==> config.mk <==
export PLATFORM = sky130hd
export DESIGN_NAME = syndrome_decoder_pipe
export DESIGN_NICKNAME = d
export VERILOG_FILES = /design/src/rtl/syndrome_decoder_pkg.sv /design/src/rtl/syndrome_calc.sv /design/src/rtl/syndrome_decoder_pipe.sv
export SDC_FILE = /design/constraint.sdc
export NUM_CORES = 1
export LEC_CHECK = 0
export ABC_CLOCK_PERIOD_IN_PS = 1500
export CORE_UTILIZATION = 47
export CTS_CLUSTER_DIAMETER = 50
export DETAILED_ROUTE_END_ITERATION = 16
export PLACE_DENSITY = 0.77
export SYNTH_ARGS = -nofsm -noshare
export SYNTH_HDL_FRONTEND = slang
export SYNTH_SLANG_ARGS = --single-unit
==> constraint.sdc <==
create_clock -name clk -period 1.5 [get_ports clk]
set_input_delay 0.45 -clock clk [delete_from_list [all_inputs] [get_ports clk]]
set_output_delay 0.45 -clock clk [all_outputs]
set_load 0.02 [all_outputs]
==> src/rtl/syndrome_decoder_pkg.sv <==
// Shared constants, sizing helpers and the S2 result payload for the syndrome decoder.
package syndrome_decoder_pkg;

    localparam int unsigned DEF_N = 13;
    localparam int unsigned DEF_K = 8;

    function automatic int unsigned calc_r(input int unsigned n, input int unsigned k);
        return n - k;
    endfunction

    function automatic int unsigned calc_pos_w(input int unsigned n);
        return (n > 1) ? $clog2(n) : 1;
    endfunction

    localparam int unsigned DEF_R  = calc_r(DEF_N, DEF_K);
    localparam int unsigned DEF_PW = calc_pos_w(DEF_N);

    // Column j sits at [j*R +: R]; listed here from j=12 down to j=0.
    localparam logic [DEF_N*DEF_R-1:0] DEF_H_COLS = {
        5'b10000, 5'b01000, 5'b00100, 5'b00010, 5'b00001,
        5'b01111, 5'b11100, 5'b10101, 5'b10110, 5'b00011,
        5'b10010, 5'b11000, 5'b11001
    };

    // S2 payload, sized for the default code geometry.
    typedef struct packed {
        logic [DEF_K-1:0]  data;
        logic [DEF_R-1:0]  syn;
        logic [DEF_PW-1:0] err_pos;
        logic              err_corr;
        logic              err_unc;
    } s2_res_t;

endpackage

==> src/rtl/syndrome_calc.sv <==
// Combinational syndrome generator plus lowest-index column matcher.
module syndrome_calc
    import syndrome_decoder_pkg::*;
#(
    parameter int unsigned      N      = DEF_N,
    parameter int unsigned      R      = DEF_R,
    parameter logic [N*R-1:0]   H_COLS = DEF_H_COLS,
    localparam int unsigned     PW     = calc_pos_w(N)
) (
    input  logic [N-1:0]  cw,
    input  logic [R-1:0]  match_syn,
    output logic [R-1:0]  syn_c,
    output logic          hit_c,
    output logic [PW-1:0] idx_c
);

    // Syndrome of the incoming codeword.
    always_comb begin
        syn_c = '0;
        for (int j = 0; j < int'(N); j++) begin
            for (int i = 0; i < int'(R); i++) begin
                if (H_COLS[j*R+i]) begin
                    syn_c[i] = syn_c[i] ^ cw[j];
                end
            end
        end
    end

    // Scan high to low so the lowest matching column wins; a nonzero
    // syndrome is required, so all-zero columns can never match.
    always_comb begin
        hit_c = 1'b0;
        idx_c = '0;
        for (int j = int'(N) - 1; j >= 0; j--) begin
            if ((match_syn != '0) && (H_COLS[j*R +: R] == match_syn)) begin
                hit_c = 1'b1;
                idx_c = PW'(j);
            end
        end
    end

endmodule

==> src/rtl/syndrome_decoder_pipe.sv <==
// Two-stage single-error-correcting syndrome decoder with valid/ready flow
// control and saturating error counters.
module syndrome_decoder_pipe
    import syndrome_decoder_pkg::*;
#(
    parameter int unsigned          N      = DEF_N,
    parameter int unsigned          K      = DEF_K,
    parameter logic [N*(N-K)-1:0]   H_COLS = DEF_H_COLS,
    parameter int unsigned          CNT_W  = 16,
    localparam int unsigned         R      = calc_r(N, K),
    localparam int unsigned         PW     = calc_pos_w(N)
) (
    input  logic             clk,
    input  logic             rst_n,
    input  logic [N-1:0]     cx,
    input  logic             in_valid,
    output logic             in_ready,
    input  logic             correct_en,
    output logic [K-1:0]     d,
    output logic             out_valid,
    input  logic             out_ready,
    output logic [R-1:0]     syn,
    output logic [PW-1:0]    err_pos,
    output logic             err_corr,
    output logic             err_unc,
    output logic [CNT_W-1:0] cnt_corr,
    output logic [CNT_W-1:0] cnt_unc,
    input  logic             cnt_clr
);

    logic             s1_valid_q, s1_valid_d;
    logic [N-1:0]     s1_cx_q, s1_cx_d;
    logic             s1_cen_q, s1_cen_d;
    logic [R-1:0]     s1_syn_q, s1_syn_d;
    logic             s2_valid_q, s2_valid_d;
    s2_res_t          s2_q, s2_d;
    logic [CNT_W-1:0] cnt_corr_q, cnt_corr_d;
    logic [CNT_W-1:0] cnt_unc_q, cnt_unc_d;

    logic             s2_load_c;
    logic             s1_load_c;
    logic             fire_c;
    logic [R-1:0]     in_syn_c;
    logic             hit_c;
    logic [PW-1:0]    idx_c;
    logic [N-1:0]     fixed_c;

    // Syndrome is taken from the live input; matching runs on the S1 syndrome.
    syndrome_calc #(
        .N      (N),
        .R      (R),
        .H_COLS (H_COLS)
    ) u_calc (
        .cw        (cx),
        .match_syn (s1_syn_q),
        .syn_c     (in_syn_c),
        .hit_c     (hit_c),
        .idx_c     (idx_c)
    );

    always_comb begin
        s2_load_c  = !s2_valid_q || out_ready;
        s1_load_c  = !s1_valid_q || s2_load_c;
        fire_c     = s2_valid_q && out_ready;

        s1_valid_d = s1_valid_q;
        s1_cx_d    = s1_cx_q;
        s1_cen_d   = s1_cen_q;
        s1_syn_d   = s1_syn_q;
        s2_valid_d = s2_valid_q;
        s2_d       = s2_q;
        cnt_corr_d = cnt_corr_q;
        cnt_unc_d  = cnt_unc_q;
        fixed_c    = s1_cx_q;

        if (s1_load_c) begin
            s1_valid_d = in_valid;
            if (in_valid) begin
                s1_cx_d  = cx;
                s1_cen_d = correct_en;
                s1_syn_d = in_syn_c;
            end
        end

        if (hit_c && s1_cen_q) begin
            fixed_c = s1_cx_q ^ (N'(1) << idx_c);
        end

        if (s2_load_c) begin
            s2_valid_d = s1_valid_q;
            if (s1_valid_q) begin
                s2_d.data     = fixed_c[K-1:0];
                s2_d.syn      = s1_syn_q;
                s2_d.err_pos  = hit_c ? idx_c : '0;
                s2_d.err_corr = hit_c;
                s2_d.err_unc  = (s1_syn_q != '0) && !hit_c;
            end
        end

        // Counters advance only on delivery; clear overrides any increment.
        if (cnt_clr) begin
            cnt_corr_d = '0;
            cnt_unc_d  = '0;
        end else if (fire_c) begin
            if (s2_q.err_corr && (cnt_corr_q != '1)) begin
                cnt_corr_d = cnt_corr_q + CNT_W'(1);
            end
            if (s2_q.err_unc && (cnt_unc_q != '1)) begin
                cnt_unc_d = cnt_unc_q + CNT_W'(1);
            end
        end
    end

    always_ff @(posedge clk) begin
        if (!rst_n) begin
            s1_valid_q <= 1'b0;
            s1_cx_q    <= '0;
            s1_cen_q   <= 1'b0;
            s1_syn_q   <= '0;
            s2_valid_q <= 1'b0;
            s2_q       <= '0;
            cnt_corr_q <= '0;
            cnt_unc_q  <= '0;
        end else begin
            s1_valid_q <= s1_valid_d;
            s1_cx_q    <= s1_cx_d;
            s1_cen_q   <= s1_cen_d;
            s1_syn_q   <= s1_syn_d;
            s2_valid_q <= s2_valid_d;
            s2_q       <= s2_d;
            cnt_corr_q <= cnt_corr_d;
            cnt_unc_q  <= cnt_unc_d;
        end
    end

    assign in_ready  = s1_load_c;
    assign out_valid = s2_valid_q;
    assign d         = s2_q.data;
    assign syn       = s2_q.syn;
    assign err_pos   = s2_q.err_pos;
    assign err_corr  = s2_q.err_corr;
    assign err_unc   = s2_q.err_unc;
    assign cnt_corr  = cnt_corr_q;
    assign cnt_unc   = cnt_unc_q;

endmodule

==> out/metrics.yaml <==
finish:
  instances_no_fill: 689
  layout.area.seq_um2: 1390
  net_count_final: 606
  antennaDiodeCount: 0
  multi_input_comb_area_um2: 2320
  area_delta_synth_final_pct: 52.6
  n_fill_cell: 530
  drive_above_1_share: 0.386
routing:
  route.met2.wl_um: 5620
  ant_nets: 0
  drc: 0
  routedWlPerCell_um: 15.9
  drtIter0Drc: 154
  m1WireLength_um: 4390
  num_vias: 3952
  post_drt_via_cell_ratio: 5.74
  met3_wire_length_um: 564
  detailedRoute.firstPassIterationCount: 8
  top_signal_layer_used: "met4"
  route.final.wire_length_um: 10900
timing:
  rsz_0062_raised_after_global_routing: "yes"
  timing.setup.tns_ps: -392
  final_clock_period_utilization_by_the_worst_path: 1.07
  finalCriticalPeriod_ps: 1600
  finalHoldViolations: 0
  max_slew_margin: 0.789
  clock.fmax_ghz: 0.623
  maxSlewViolCount: 0
  worst-slew-pin-transition_ps: 314
  finalSetupViolCount: 9
  timing.clock.skew_ps: 9.84
  post-route-worst-setup-slack_ps: -104
setup_path:
  slowest_stage: "sky130_fd_sc_hd__or4_4"
  critical_path.max_stage_delay_ps: 510
  cp-start-kind: "flip-flop"
  worst-path-buf-inv: 1
  critPathCaptureType: "flip-flop"
  cp_cell_sequence: "buf_12 -> and3_4 -> nand3_4 -> or4_4 -> a21oi_2"
  timing.critical_path.from: "out_valid$_SDFFE_PN0P_"
  critical_path_peak_fanout: 7
  worst_path_dominant_cell_family: "simple AND/OR/NAND/NOR gates"
  crit-reg2reg-launch: "out_valid$_SDFFE_PN0P_"
  r2r_setup_slack_ps: -100
  crit_arrival_ps: 1880
  cp_data_required_time_ps: 1770
  worst-setup-path-type: "reg2reg"
clock_network:
  worst_setup_hold_path_clk_slew_ps: 80
  max-clock-path-buffers: 2
  root_buffer: "sky130_fd_sc_hd__clkbuf_8"
  cts-buffers-inserted: 9
  htreeDepth: 3
  clkLatencyLatePin_ps: 340
  clock-sinks: 67
  hold_buffers: 0
  tritoncts: "built"
placement:
  placed_cells_incl_taps: 662
  dp_hpwl_um: 7300
  detailedPlace.worstSlack_ps: -761
  gp_congestion: 0.908
  numPortBuffers: 71
floorplanning:
  row_count: 31
  top_level_ports: 72
  height_of_the_chip_um: 89.0
  dieWidth_um: 89.0
  initial_core_util: 0.487
  core_area_um2: 7290
  die_area_um2: 7910
pwr:
  ir_drop_mv: 0.494
  clock_power_share: 0.325
  power-per-cell-area_nw_per_um2: 735
  p_leak_nw: 2.07
  power.share.switching: 0.296
  combinationalPowerShare: 0.194
  cell_internal_pwr_mw: 2.81
  power.sequential.fraction: 0.480
  p_sw_mw: 1.18
run_status:
  violated_checks: "negative setup slack"
  run_status: "finished, violations left"
min_path:
  worst_hold_class: "reg2reg"
  launch_point_of_the_worst_hold_path: "cnt_unc[5]$_SDFFE_PP0P_"
synth:
  synth_nets: 452
  mapped_cell_area_um2: 3550
  syn_area_per_cell_um2: 8.24
  yosysSeqAreaShare: 0.377
  dominantRegCellSynth: "sky130_fd_sc_hd__dfxtp_1"
  asyncSetResetFlopFracSynth: 0
  ys_ff_latch: 67
  synth_cell_types: 58
  most_area_hungry_cell_type_in_the_yosys_netlist: "sky130_fd_sc_hd__dfxtp_1"
  ys.warnings.count: 0
  synth_most_common_cell: "sky130_fd_sc_hd__dfxtp_1"
  yosys-top-cells-count: "sky130_fd_sc_hd__dfxtp_1, sky130_fd_sc_hd__nand2_1, sky130_fd_sc_hd__a21oi_1"
  synth-edff-count: 0
  yosysTopAreaCellShare: 0.377
  synthTopCellsByArea: "sky130_fd_sc_hd__dfxtp_1, sky130_fd_sc_hd__nand2_1, sky130_fd_sc_hd__a21oi_1"
  synthesis.instances: 431
global_routing:
  grt_first_pass_wirelength_um: 16500
  grt_antenna_before_repair: 0
  grt_remaining_overflow: 0
  pin_count_of_the_biggest_net_entering_global_routing: 31
  grtUsageTotal: 0.270
  via_count_of_the_first_global_routing_pass: 3612
job:
  cap_violations: 0
## flip-flops by register name, summed over array words and instances (netlist names)
| name | cells |
|---|---|
| cnt_corr | 16 |
| cnt_unc | 16 |
| d | 8 |
| s1_cx_q | 8 |
| s1_syn_q | 5 |
| syn | 5 |
| err_pos | 4 |
| err_corr | 1 |
| err_unc | 1 |
| out_valid | 1 |
| s1_cen_q | 1 |
| s1_valid_q | 1 |
## cell families (layout without fill, tap and decap cells)
logic type,after synthesis,in the layout,share of synthesized area
muxes,12,12,0.0342
DFF,67,67,0.377
AOI/OAI and AO/OA,108,108,0.192
adders and majority gates,2,2,0.00704
xor gates and xnor gates,29,29,0.0715
and+or+nand+nor,179,180,0.274
buffers and inverters,34,192,0.0444
## placed cells by master, fill, tap and decap left out, types with 8 or more instances in the layout
master	n
sky130_fd_sc_hd__nand4_1	12
sky130_fd_sc_hd__xnor2_1	19
sky130_fd_sc_hd__or4_1	8
sky130_fd_sc_hd__nand2_1	59
sky130_fd_sc_hd__clkdlybuf4s15_2	10
sky130_fd_sc_hd__nor2_1	13
sky130_fd_sc_hd__xor2_1	8
sky130_fd_sc_hd__dfxtp_1	39
sky130_fd_sc_hd__o21ai_0	22
sky130_fd_sc_hd__nand3_1	14
sky130_fd_sc_hd__clkbuf_2	11
sky130_fd_sc_hd__clkdlybuf4s15_1	17
sky130_fd_sc_hd__buf_4	88
sky130_fd_sc_hd__a21oi_1	31
sky130_fd_sc_hd__dlygate4sd2_1	9
sky130_fd_sc_hd__clkdlybuf4s50_1	16
sky130_fd_sc_hd__clkbuf_8	9
sky130_fd_sc_hd__o31ai_1	9
sky130_fd_sc_hd__dfxtp_2	21
sky130_fd_sc_hd__mux2i_1	11
sky130_fd_sc_hd__inv_1	9
## final timing paths
kind / endpoint / cells past startpoint
setup / recovery: cnt_corr[8]$_SDFFE_PP0P_ / 5
hold / removal: cnt_unc[5]$_SDFFE_PP0P_ / 1
setup reg to reg: cnt_corr[8]$_SDFFE_PP0P_ / 5
hold reg to reg: cnt_unc[5]$_SDFFE_PP0P_ / 1
## through the flow
stage               power (mW)  hold WS (ps)  utilization  instance area [um2]
finish                    3.98           457        0.744                 5420
global route              4.14           479        0.744                 5420
CTS                       3.96           455        0.718                 5230
detailed placement        2.71           446        0.687                 5010
global placement          2.70           435        0.687                 5010
floorplan                 2.36           448            -                 3620
## what timing repair did
item                       4_1_cts  5_1_grt
gates cloned                     1        0
setup endpoints to repair      113       63
gates resized for setup        130       74
buffers inserted                 5        5
pin swaps                        6       12
## per-layer routing
layer | vias up | GRT usage
li1 | 1897 | -
met1 | 1862 | 0.305
met2 | 157 | 0.488
met3 | 36 | 0.0480
met4 | 0 | 0.136
met5 | - | 0
## worst reg2reg max path, stage by stage, from the launching register on
cell and delay [ps]:
sky130_fd_sc_hd__dfxtp_4 400, sky130_fd_sc_hd__buf_12 110, sky130_fd_sc_hd__and3_4 250, sky130_fd_sc_hd__nand3_4 120, sky130_fd_sc_hd__or4_4 510, sky130_fd_sc_hd__a21oi_2 150
## power groups by stage
stage | clock [mW] | combinational [mW] | sequential [mW]
after floorplan | 0 | 0.393 | 1.96
after global placement | 0 | 0.748 | 1.95
after detailed placement | 0 | 0.759 | 1.95
after CTS | 1.31 | 0.741 | 1.91
after global routing | 1.37 | 0.846 | 1.92
final | 1.30 | 0.774 | 1.91
## area by class of cell
class	instances	share of cell area
Multi-Input combinational cell	331	0.428
Sequential cell	67	0.257
Clock buffer	10	0.0235
Timing Repair Buffer	166	0.256
Clock inverter	6	0.00600
Tap cell	99	0.0228
Inverter	10	0.00692
(Power assumes the default switching activity.)
